[src/rtl/cpu_defs.sv]
// Shared CPU definitions: fetch FSM encoding, default boot address and
// small address-alignment helpers.
package cpu_defs;

    localparam logic [31:0] DEFAULT_BOOT_ADDRESS = 32'h00001000;

    typedef enum logic [1:0] {
        ST_IDLE    = 2'd0,
        ST_REQ     = 2'd1,
        ST_HOLD    = 2'd2,
        ST_DISCARD = 2'd3
    } fetch_state_t;

    function automatic logic [31:0] word_align(input logic [31:0] a);
        return {a[31:2], 2'b00};
    endfunction

    function automatic logic [31:0] half_align(input logic [31:0] a);
        return {a[31:1], 1'b0};
    endfunction

endpackage

[src/rtl/cpu_fetch_align.sv]
// Halfword realignment of the fetched word stream: keeps the low halfword of
// each word as residue and splices it in front of the next word's high half.
module cpu_fetch_align (
    input  logic        clk_i,
    input  logic        rst_i,
    input  logic        clear_i,
    input  logic        realign_i,
    input  logic        valid_i,
    input  logic [31:0] word_i,
    output logic        valid_o,
    output logic [31:0] word_o
);
    logic [15:0] residue_q, residue_d;
    logic        res_valid_q, res_valid_d;

    always_comb begin
        residue_d   = residue_q;
        res_valid_d = res_valid_q;
        if (clear_i) begin
            res_valid_d = 1'b0;
        end else if (valid_i && realign_i) begin
            residue_d   = word_i[15:0];
            res_valid_d = 1'b1;
        end
    end

    always_ff @(posedge clk_i or posedge rst_i) begin
        if (rst_i) begin
            residue_q   <= 16'h0000;
            res_valid_q <= 1'b0;
        end else begin
            residue_q   <= residue_d;
            res_valid_q <= res_valid_d;
        end
    end

    // The first word after entering realign mode only primes the residue.
    assign valid_o = valid_i && (!realign_i || res_valid_q);
    assign word_o  = realign_i ? {residue_q, word_i[31:16]} : word_i;

endmodule

[src/rtl/cpu_fetch.sv]
// Instruction fetch unit: streams words from the instruction bus into the
// instruction FIFO, with back-pressure holding and branch redirection.
module cpu_fetch
    import cpu_defs::*;
#(
    parameter logic [31:0] BOOT_ADDRESS = DEFAULT_BOOT_ADDRESS
) (
    input  logic        clk_i,
    input  logic        rst_i,
    output logic [31:0] imem_adr_o,
    output logic        imem_cyc_o,
    output logic        imem_stb_o,
    input  logic [31:0] imem_dat_i,
    input  logic        imem_ack_i,
    output logic [31:0] data_o,
    output logic        write_en_o,
    input  logic        full_i,
    input  logic        stall_i,
    input  logic        branch_flag_i,
    input  logic [31:0] branch_target_i,
    output logic        newPC_p_o,
    output logic [31:0] PC_o,
    output logic        flush_o
);
    fetch_state_t state_q, state_d;

    logic [31:0] adr_q, adr_d;
    logic [31:0] pend_adr_q, pend_adr_d;
    logic [31:0] hold_q, hold_d;
    logic [31:0] data_q, data_d;
    logic [31:0] pc_q, pc_d;
    logic        write_en_q, write_en_d;
    logic        newpc_q, newpc_d;
    logic        flush_q, flush_d;
    logic        realign_q, realign_d;

    logic        blocked;
    logic        outstanding;
    logic        align_valid;
    logic [31:0] align_in;
    logic        align_out_valid;
    logic [31:0] align_out;

    assign blocked     = full_i | stall_i;
    assign outstanding = (state_q == ST_REQ || state_q == ST_DISCARD) && !imem_ack_i;

    always_ff @(posedge clk_i or posedge rst_i) begin
        if (rst_i) begin
            state_q <= ST_IDLE;
        end else begin
            state_q <= state_d;
        end
    end

    always_comb begin
        state_d = state_q;
        if (branch_flag_i) begin
            state_d = outstanding ? ST_DISCARD : ST_REQ;
        end else begin
            case (state_q)
                ST_IDLE:    state_d = ST_REQ;
                ST_REQ:     if (imem_ack_i && blocked) state_d = ST_HOLD;
                ST_HOLD:    if (!blocked) state_d = ST_REQ;
                ST_DISCARD: if (imem_ack_i) state_d = ST_REQ;
                default:    state_d = ST_IDLE;
            endcase
        end
    end

    always_comb begin
        imem_cyc_o = 1'b0;
        imem_stb_o = 1'b0;
        case (state_q)
            ST_REQ, ST_DISCARD: begin
                imem_cyc_o = 1'b1;
                imem_stb_o = 1'b1;
            end
            default: ;
        endcase
    end

    // Word handed to the aligner: fresh bus data, or the held word on release.
    always_comb begin
        align_valid = 1'b0;
        align_in    = imem_dat_i;
        if (!branch_flag_i) begin
            case (state_q)
                ST_REQ:  align_valid = imem_ack_i && !blocked;
                ST_HOLD: begin
                    align_valid = !blocked;
                    align_in    = hold_q;
                end
                default: ;
            endcase
        end
    end

    cpu_fetch_align u_align (
        .clk_i     (clk_i),
        .rst_i     (rst_i),
        .clear_i   (branch_flag_i),
        .realign_i (realign_q),
        .valid_i   (align_valid),
        .word_i    (align_in),
        .valid_o   (align_out_valid),
        .word_o    (align_out)
    );

    always_comb begin
        adr_d      = adr_q;
        pend_adr_d = pend_adr_q;
        hold_d     = hold_q;
        data_d     = data_q;
        pc_d       = pc_q;
        realign_d  = realign_q;
        write_en_d = 1'b0;
        newpc_d    = 1'b0;
        flush_d    = 1'b0;
        if (branch_flag_i) begin
            newpc_d   = 1'b1;
            flush_d   = 1'b1;
            pc_d      = half_align(branch_target_i);
            realign_d = branch_target_i[1];
            // Keep the bus address stable until the in-flight request is acked.
            if (outstanding) begin
                pend_adr_d = word_align(branch_target_i);
            end else begin
                adr_d = word_align(branch_target_i);
            end
        end else begin
            case (state_q)
                ST_IDLE: begin
                    newpc_d = 1'b1;
                    pc_d    = BOOT_ADDRESS;
                end
                ST_REQ: begin
                    if (imem_ack_i) begin
                        adr_d = adr_q + 32'd4;
                        if (blocked) hold_d = imem_dat_i;
                    end
                end
                ST_DISCARD: begin
                    if (imem_ack_i) adr_d = pend_adr_q;
                end
                default: ;
            endcase
            write_en_d = align_out_valid;
            if (align_out_valid) data_d = align_out;
        end
    end

    always_ff @(posedge clk_i or posedge rst_i) begin
        if (rst_i) begin
            adr_q      <= word_align(BOOT_ADDRESS);
            pend_adr_q <= word_align(BOOT_ADDRESS);
            hold_q     <= 32'h0;
            data_q     <= 32'h0;
            pc_q       <= BOOT_ADDRESS;
            realign_q  <= BOOT_ADDRESS[1];
            write_en_q <= 1'b0;
            newpc_q    <= 1'b0;
            flush_q    <= 1'b0;
        end else begin
            adr_q      <= adr_d;
            pend_adr_q <= pend_adr_d;
            hold_q     <= hold_d;
            data_q     <= data_d;
            pc_q       <= pc_d;
            realign_q  <= realign_d;
            write_en_q <= write_en_d;
            newpc_q    <= newpc_d;
            flush_q    <= flush_d;
        end
    end

    assign imem_adr_o = adr_q;
    assign data_o     = data_q;
    assign write_en_o = write_en_q;
    assign newPC_p_o  = newpc_q;
    assign PC_o       = pc_q;
    assign flush_o    = flush_q;

endmodule
[config.mk]
export PLATFORM = sky130hd
export DESIGN_NAME = cpu_fetch
export DESIGN_NICKNAME = d
export VERILOG_FILES = /design/src/rtl/cpu_defs.sv /design/src/rtl/cpu_fetch_align.sv /design/src/rtl/cpu_fetch.sv
export SDC_FILE = /design/constraint.sdc
export NUM_CORES = 1
export LEC_CHECK = 0
export BUFFER_PORTS_ARGS = -buffer_cell sky130_fd_sc_hd__buf_2
export CORE_MARGIN = 3
export CORE_UTILIZATION = 35
export DETAILED_ROUTE_END_ITERATION = 8
export MAX_ROUTING_LAYER = met4
export SLEW_MARGIN = 10
export SYNTH_ARGS = -nofsm -noshare
export SYNTH_HDL_FRONTEND = slang
export SYNTH_SLANG_ARGS = --single-unit
export TNS_END_PERCENT = 10
[constraint.sdc]
create_clock -name clk_i -period 6.4 [get_ports clk_i]
set_input_delay 0.64 -clock clk_i [delete_from_list [all_inputs] [get_ports clk_i]]
set_output_delay 0.64 -clock clk_i [all_outputs]
set_load 0.02 [all_outputs]
* Word-level counts from Yosys, hierarchy flattened
Index checks and enable logic that the tools add are counted.
** Operators by class
- Add/subtract/negate cells :: 1
- Equality and inequality tests :: 8
- Multiplexer cells :: 24
- Bitwise operators :: 2
- Reductions and logical operators :: 21
** Operators with widths (count)
- 32-bit 2-to-1 mux :: 8
- 32-bit case mux with 2 select lines :: 1
- 32-bit by 3-bit adder with 32-bit output, second input constant :: 1
- 2-bit 2-to-1 mux :: 5
- 3-bit != test, second input constant :: 3
- 1-bit 2-to-1 mux :: 8
- 2-bit case mux with 4 select lines :: 1
- 4-bit AND reduction :: 2
- 2-bit AND reduction :: 3
- 1-bit logical AND :: 5
- 2-bit == test, second input constant :: 2
- 2-bit nonzero test :: 2
- 1-bit logical NOT :: 3
- 3-bit by 2-bit != test with 1-bit output, second input constant :: 1
- 3-bit AND reduction :: 1
- 3-bit nonzero test :: 1
- 2-bit by 1-bit == test with 1-bit output, second input constant :: 1
- 2-bit logical NOT :: 1
- 1-bit logical OR :: 2
- 2-bit != test, second input constant :: 1
- 1-bit case mux with 2 select lines :: 1
- 2-bit OR reduction :: 1
- 1-bit inverter :: 1
- 1-bit bitwise OR :: 1
** Word-level totals
- Register bits after elaboration :: 181
- Bits of input ports :: 70
- Output and inout port bits :: 101
- Logic and storage cells :: 68

* Logic depth before layout (Yosys ltp)
Gate-level depths: netlist (run 1).
- Word-level depth :: 8
- Depth in mapped cells :: 9
- Mapped depth without buffers :: 6

* Cells and area by module
Synthesis (run 1) repeated with hierarchy kept, for this count alone.
** Second synthesis, totals
- Cell total of the unflattened synthesis :: 723
- Area, all modules :: 8702.1 um^2
** By module, submodules not included
- cpu_fetch :: times used 1, cells each 647, area each 7621.1 um^2, seq. area each 4032.6 um^2
- cpu_fetch_align :: times used 1, cells each 76, area each 1081.0 um^2, seq. area each 425.4 um^2

* Worst setup path after synthesis (run 1)
Ideal clock, no wire load.
- Path kind :: reg-to-reg
- Start :: register state_q[1]
- End :: register pend_adr_q[10]
- Library setup time :: 125 ps
- Arrival time :: 2002 ps
- Data required time :: 6275 ps
- Setup slack :: 4274 ps
- Stages on the path, launching flop included :: 9
- Path buffers :: 2
- Clock period less this slack :: 2126 ps
- Path through :: dfrtp_1 > inv_1 > ha_1 > or2_2 > clkbuf_1 > and2_1 > nand2_1 > buf_2 > mux2_2
** On the way
- Word-level cells in the longest chain between the ends :: 4
- Elaborated cells between the ends (all ways) :: 5
- Classes of those cells :: eq/ne: 2; reduce/logical: 3
** Ends and longest elaborated chain
- from (decl) :: RTL line cpu_fetch.sv:25 : fetch_state_t state_q, state_d;
- from (signal assigned) :: RTL line cpu_fetch.sv:51 : state_q <= state_d;
- 2-bit by 1-bit == test with 1-bit output or 2-bit == test (tied branches) :: RTL line cpu_fetch.sv:45 : assign outstanding = (state_q == ST_REQ || state_q == ST_DISCARD) && !imem_ack_i;
- 1-bit logical OR * :: RTL line cpu_fetch.sv:45
- 1-bit logical AND * :: RTL line cpu_fetch.sv:45
- 2-bit AND reduction (no source line) *
- to (signal assigned) :: RTL line cpu_fetch.sv:155 : pend_adr_q <= word_align(BOOT_ADDRESS);
- to (signal assigned) :: RTL line cpu_fetch.sv:165 : pend_adr_q <= pend_adr_d;
- to (decl) :: RTL line cpu_fetch.sv:28 : logic [31:0] pend_adr_q, pend_adr_d;
Mark *: on every way between the ends. The rest lies on a longest branch, timed or not.
A chain may end at the register's enable or synchronous reset.

* Worst setup path in the final report (run 1)
- Start :: register state_q[0]
- End :: register adr_q[30], in the netlist imem_adr_o[30]
** On the way
- Word-level cells in the longest chain between the ends :: 5
- Elaborated cells between the ends (all ways) :: 11
- Classes of those cells :: eq/ne: 5; mux: 2; reduce/logical: 4
** Ends and longest elaborated chain
- 2-bit by 1-bit == test with 1-bit output or 2-bit == test (tied branches) :: RTL line cpu_fetch.sv:45, cpu_fetch.sv:131
- 1-bit logical OR :: RTL line cpu_fetch.sv:45
- 1-bit logical AND :: RTL line cpu_fetch.sv:45
- 2-bit != test (no source line)
- 4-bit AND reduction (no source line)
- to (signal assigned) :: RTL line cpu_fetch.sv:154 : adr_q <= word_align(BOOT_ADDRESS);
- to (signal assigned) :: RTL line cpu_fetch.sv:164 : adr_q <= adr_d;
- to (decl) :: RTL line cpu_fetch.sv:27 : logic [31:0] adr_q, adr_d;
Parallel ways exist; a longest one is shown, timed or not.

==> out/metrics.csv, run 1 <==
metric,value,unit
period utilization,0.4462,
Setup crit end kind,register,
DRT Pass-1 Iters,5,
Avg WL per Cell,18.12,µm
Clock Path Buffers,2,
HP Class,primary input to asynchronous set/reset pin,
Post-Place Cells,1267,
Final ANT Viol Nets,0,
TritonCTS buffer count,17,
Final Skew,14.30,ps
crit path launch type,register,
Cell Rows,57,
Die H,163.8,µm
Pleak,4.703,nW
r2r setup slk,3540,ps
area grow syn2layout,19.24,%
Power Dens Cells,457.8,nW/µm²
Total Nets Final,1037,
Synth Register Bits,178,
final cell count without fillers,1305,
sequential share of the synthesized area,0.5113,
post-synthesis async set-or-reset flop share,1.000,
post-cts resize count,0,
clk_lat worst skew,430,ps
Fill cells,2413,
Ys Warns,0,
Routed WL,23650,µm
Worst Setup Path Type,register to register,
root buf cell,clkbuf_16,
RSZ-0062 raised after global routing,no,
post-CTS setup buffers,0,
Overall Global Routing Usage,0.1852,
Cells after Synth,827,
vias in the first global route,6748,
Via density,5.280,
Slew headroom,0.3144,
minimum clock period,2856,ps
crit path max fanout,51,
Syn Area/Cell,10.54,µm²
setup TNS,0,ps
Peak Freq,350.2,MHz
H-Tree Depth,4,
gr ovfl total,0,
dpl hpwl,15380,µm
total die area,26840,µm²
Final Hold Vio Count,0,
Core Area,24390,µm²
Initial Utilization,0.3574,
routability cong.,0.8264,
ratio of cells with drive above 1 in the final layout,0.3060,
Die W,163.8,µm
crit path DAT,3130,ps
Final setup viols,0,
max cap viols,0,
Main synth FF type,dfrtp_1,
max-slew violations,0,
largest net degree at the start of global routing,100,
CTS tree,yes,
# clock sinks,178,
synthesized cell area,8718,µm²
Hold Buf Count CTS,0,
Detailed Route Iter0 Violations,593,
global-route wire length before repair,37960,µm
DRC violations left,0,
"Req. time, crit path",6680,ps
Worst-path clk slew,70,ps
Max IR drop VDD,178.3,µV
IO Pins,171,
via count,6891,
Post-synth EDFFs,0,
Slew @ Worst Pin,1028,ps
status,completed,
Port Buf Inserts,166,
antenna violations before repair,6,
Unique masters post-synth,62,
[cells in the mapped netlist (6+ instances only)]
master    instances  share of area
dfrtp_1         175           0.50
a21oi_1          66          0.038
nor2_1           66          0.028
mux2_2           62          0.080
nand2_1          53          0.023
clkbuf_1         38          0.016
o21ai_0          38          0.022
mux2i_1          36          0.041
a22o_1           32          0.032
inv_1            22         0.0095
a21o_1           18          0.015
and2_1           17          0.012
buf_2            15         0.0086
a211oi_1         14          0.012
nand4_1          12         0.0086
a211oi_2         10          0.014
nand3_1          10         0.0057
o31ai_1          10         0.0086
nor2b_1           9         0.0065
nor4_1            8         0.0057
a31oi_1           7         0.0050
nor3_1            7         0.0040
nand2b_1          6         0.0043
[layout by cell type (no fill, tap or decap), types with 6 or more instances in the layout]
cell type	instances
nand4_1	12
a211oi_1	14
mux2_2	62
nor2_1	65
a21o_1	18
nor2b_1	9
mux2i_1	36
a22o_1	32
buf_2	165
nor3_1	6
o21ai_0	38
nand3_1	10
dfrtp_1	175
a31oi_1	7
nor4_1	8
and2_1	17
nand2_1	52
a21oi_1	66
nand2b_1	6
diode_2	7
buf_4	12
clkbuf_16	17
o31ai_1	10
a211oi_2	10
inv_1	21
[metal layers]
layer,share of wire,global-route usage
met5,0,-
met4,0.0088,0.04037
met3,0.075,0.05952
met2,0.47,0.2840
met1,0.45,0.2415
[metrics by stage]
stage / instance area (µm²) / power (mW) / hold slack, ps / utilization / setup slack (ps)
after floorplan: 8726 / 3.153 / 453.5 / - / 934.7
after global placement: 9789 / 3.668 / 456.3 / 0.4014 / 3188
after detailed placement: 9789 / 3.712 / 463.1 / 0.4014 / 3158
after CTS: 10380 / 4.807 / 371.8 / 0.4255 / 3564
after global routing: 10390 / 5.102 / 369.6 / 0.4261 / 3400
final: 10400 / 4.760 / 315.3 / 0.4262 / 3544
[critical path, cell delays in order (launching register included)]
cell      delay (ps)
dfrtp_1          410
ha_1             220
buf_4            290
nor3b_1          760
nor2_1           110
buf_4            260
nor4_1           470
a311oi_1         180
[power breakdown]
part	internal (mW)	switching, mW	total, mW
Sequential	1.59	0.353	1.94
Combinational	0.723	1.01	1.73
Clock	0.594	0.487	1.08
[final timing paths]
| path | start | end | cells past startpoint |
|---|---|---|---|
| max in group asynchronous | rst_i | write_en_o | 3 |
| setup reg to reg | state_q[0] | imem_adr_o[30] | 7 |
| min in group clk_i | branch_target_i[1] | realign_q | 3 |
| hold / removal | rst_i | newPC_p_o | 2 |
| hold reg to reg | data_o[13] | data_o[13] | 1 |
| setup / recovery | state_q[0] | imem_adr_o[30] | 7 |
[logic make-up (layout without fill, tap and decap cells)]
family / after synthesis / after routing / share of synthesized area
other cells: 1 / 10 / 0.0004301
xor+xnor: 3 / 3 / 0.003014
compound gates: 238 / 238 / 0.1887
simple gates: 217 / 217 / 0.1240
mux: 98 / 98 / 0.1214
fa+ha+maj: 5 / 5 / 0.007176
buf+inv: 87 / 232 / 0.04392
flops: 178 / 178 / 0.5113
[registers in the layout (all words and copies together) (netlist names)]
| name | cells |
|---|---|
| u_align.res_valid_q | 1 |
| data_o | 32 |
| newPC_p_o | 1 |
| imem_adr_o | 30 |
| hold_q | 32 |
| realign_q | 1 |
| u_align.residue_q | 16 |
| state_q | 2 |
| PC_o | 31 |
| flush_o | 1 |
| pend_adr_q | 30 |
| write_en_o | 1 |
[final cells by class]
| cell class | instances | area (µm²) | area share |
|---|---|---|---|
| clock buffer | 18 | 439.2 | 0.04224 |
| timing repair buffer | 177 | 915.9 | 0.08810 |
| tap | 324 | 405.4 | 0.03899 |
| inverter | 24 | 97.59 | 0.009387 |
| multi-input combinational | 564 | 3913 | 0.3763 |
| antenna | 7 | 17.52 | 0.001685 |
| clock inverter | 13 | 150.1 | 0.01444 |
| sequential | 178 | 4458 | 0.4288 |
No activity file was read; power rests on OpenSTA's default activity.
==> inputs of run 2 (changes only) <==
==> constraint.sdc (replaced) <==
create_clock -name clk_i -period 2.7 [get_ports clk_i]
set_input_delay 0.27 -clock clk_i [delete_from_list [all_inputs] [get_ports clk_i]]
set_output_delay 0.27 -clock clk_i [all_outputs]
set_load 0.02 [all_outputs]
==> run 2 against run 1 <==
Worst hold slack got worse by 290 ps. Sequential share of layout area fell by 0.76 points. Sequential power rose by 140%. Routed wire length rose by 0.16%. Flip-flop and latch count did not move. Highest routed layer unchanged.
==> out/metrics.csv, run 2 (same netlist as run 1, synthesis figures left out) <==
metric,value,unit
ratio of cells with drive above 1 in the final layout,0.3165,
routability cong.,0.8604,
setup ws final,261.6,ps
DRC violations left,0,
Die W,163.8,µm
max cap viols,0,
via count,6954,
CTS tree,yes,
Final Hold Vio Count,0,
Setup crit end kind,register,
Final Core Density,0.4339,
antenna violations before repair,1,
Overall Global Routing Usage,0.1864,
IO Pins,171,
TritonCTS buffer count,17,
post-CTS setup buffers,0,
Core Area,24390,µm²
Post-Place Cells,1286,
Slew @ Worst Pin,805.4,ps
combinational power share,0.374,
HP Class,primary input to asynchronous set/reset pin,
Slew headroom,0.4631,
total power,11.42,mW
Flop pwr share,0.403,
Final Instance Area,10580,µm²
met2 Use GR,0.3115,
Power Dens Cells,1079,nW/µm²
pre-CTS setup slack,259.9,ps
"commonest non-fill, non-tap cell in the layout",dfrtp_1,
worst-path cell chain,inv_1 -> ha_1 -> or4b_1 -> a211o_2 -> buf_12 -> a211oi_2 -> a21o_1,
"Req. time, crit path",3070,ps
Detailed Route Iter0 Violations,561,
crit path DAT,2810,ps
root buf cell,clkbuf_16,
status,completed,
Worst Setup Path Type,register to register,
Die H,163.8,µm
Worst-path clk slew,70,ps
# clock sinks,178,
slowest library cell on the worst path,a211o_2,
"commonest cells after routing, fill and taps aside","dfrtp_1 (175), buf_2 (165), a21oi_1 (66), nor2_1 (65), mux2_2 (62)",
RSZ-0062 raised after global routing,no,
max-slew violations,0,
H-Tree Depth,4,
Final setup viols,0,
setup TNS,0,ps
vias in the first global route,7077,
footprint of the multi-input gates,3902,µm²
"Largest delay share family, worst path",compound AO/OA/AOI/OAI gates,
Peak Freq,410.1,MHz
Final Skew,15.93,ps
critical path's largest stage delay,540,ps
period utilization,0.9031,
placed cell area,9993,µm²
Fill cells,2381,
P_sw,4.366,mW
final hold slack,25.10,ps
Final ANT Viol Nets,0,
crit path max fanout,35,
Clock Path Buffers,2,
global routing usage on met1,0.2298,
minimum clock period,2438,ps
Cell Rows,57,
GRT busiest layer,met2,
cell-internal power,7.056,mW
gr ovfl total,0,
largest net degree at the start of global routing,118,
dpl hpwl,15940,µm
global-route wire length before repair,38260,µm
final cell count without fillers,1318,
CP bufs+invs,2,
Max IR drop VDD,480.3,µV
met3 usage,0.04842,
post-cts resize count,0,
sw frac,0.3822,
Avg WL per Cell,17.97,µm
area grow syn2layout,21.38,%
total die area,26840,µm²
Pleak,4.808,nW
Port Buf Inserts,166,
Register Area,4458,µm²
crit path launch type,register,
Total Nets Final,1056,
Hold Buf Count CTS,0,
Initial Utilization,0.3574,
Via density,5.276,
Routed WL,23690,µm
clk_lat worst skew,430,ps
DRT Pass-1 Iters,5,
clock share of power,0.223,
run 2: changes by cell type in the layout (fill, tap and decap cells not counted), moves of 2 or more:
cell / previous run / this run
buf_4: 12 / 25
buf_12: 0 / 6
clkinv_4: 2 / 0
clkinvlp_4: 1 / 3
inv_8: 2 / 0
diode_2: 7 / 2
run 2: worst min-delay path: cells and delay by family:
| family | cells | cell delay, ps |
|---|---|---|
| buffers and inverters | 3 | 650 |
run 2: path summary, 6_finish.rpt:
| kind | startpoint | end | slack [ps] | cells past startpoint |
|---|---|---|---|---|
| worst max-delay path | state_q[1] | data_o[4] | 260 | 7 |
| worst min-delay path | rst_i | hold_q[14] | 30 | 3 |
| worst max register to register | state_q[1] | data_o[4] | 260 | 7 |
| worst min register to register | PC_o[28] | PC_o[28] | 480 | 2 |
| max in group asynchronous | rst_i | imem_adr_o[14] | 2020 | 3 |
| min in group clk_i | imem_dat_i[17] | hold_q[17] | 80 | 2 |
run 2: layout make-up:
type,count,share of cell area
inverter,24,0.008867
multi-input combinational,564,0.3688
antenna,2,0.0004729
timing repair buffer,196,0.1071
clock inverter,12,0.01466
tap,324,0.03831
sequential,178,0.4213
clock buffer,18,0.04055
run 2: layer usage:
metal | vias up | wire length (µm)
li1 | 3316 | -
met3 | 18 | 1518
met5 | - | 0
met1 | 3435 | 10330
met2 | 185 | 11630
met4 | 0 | 212
run 2: power by group through the flow:
stage / Clock (mW) / Combinational [mW] / Sequential, mW
floorplan: 0 / 2.44 / 5.04
global placement: 0 / 4.22 / 4.62
detailed placement: 0 / 4.31 / 4.64
CTS: 2.63 / 4.32 / 4.60
global route: 2.73 / 4.74 / 4.77
finish: 2.55 / 4.27 / 4.61
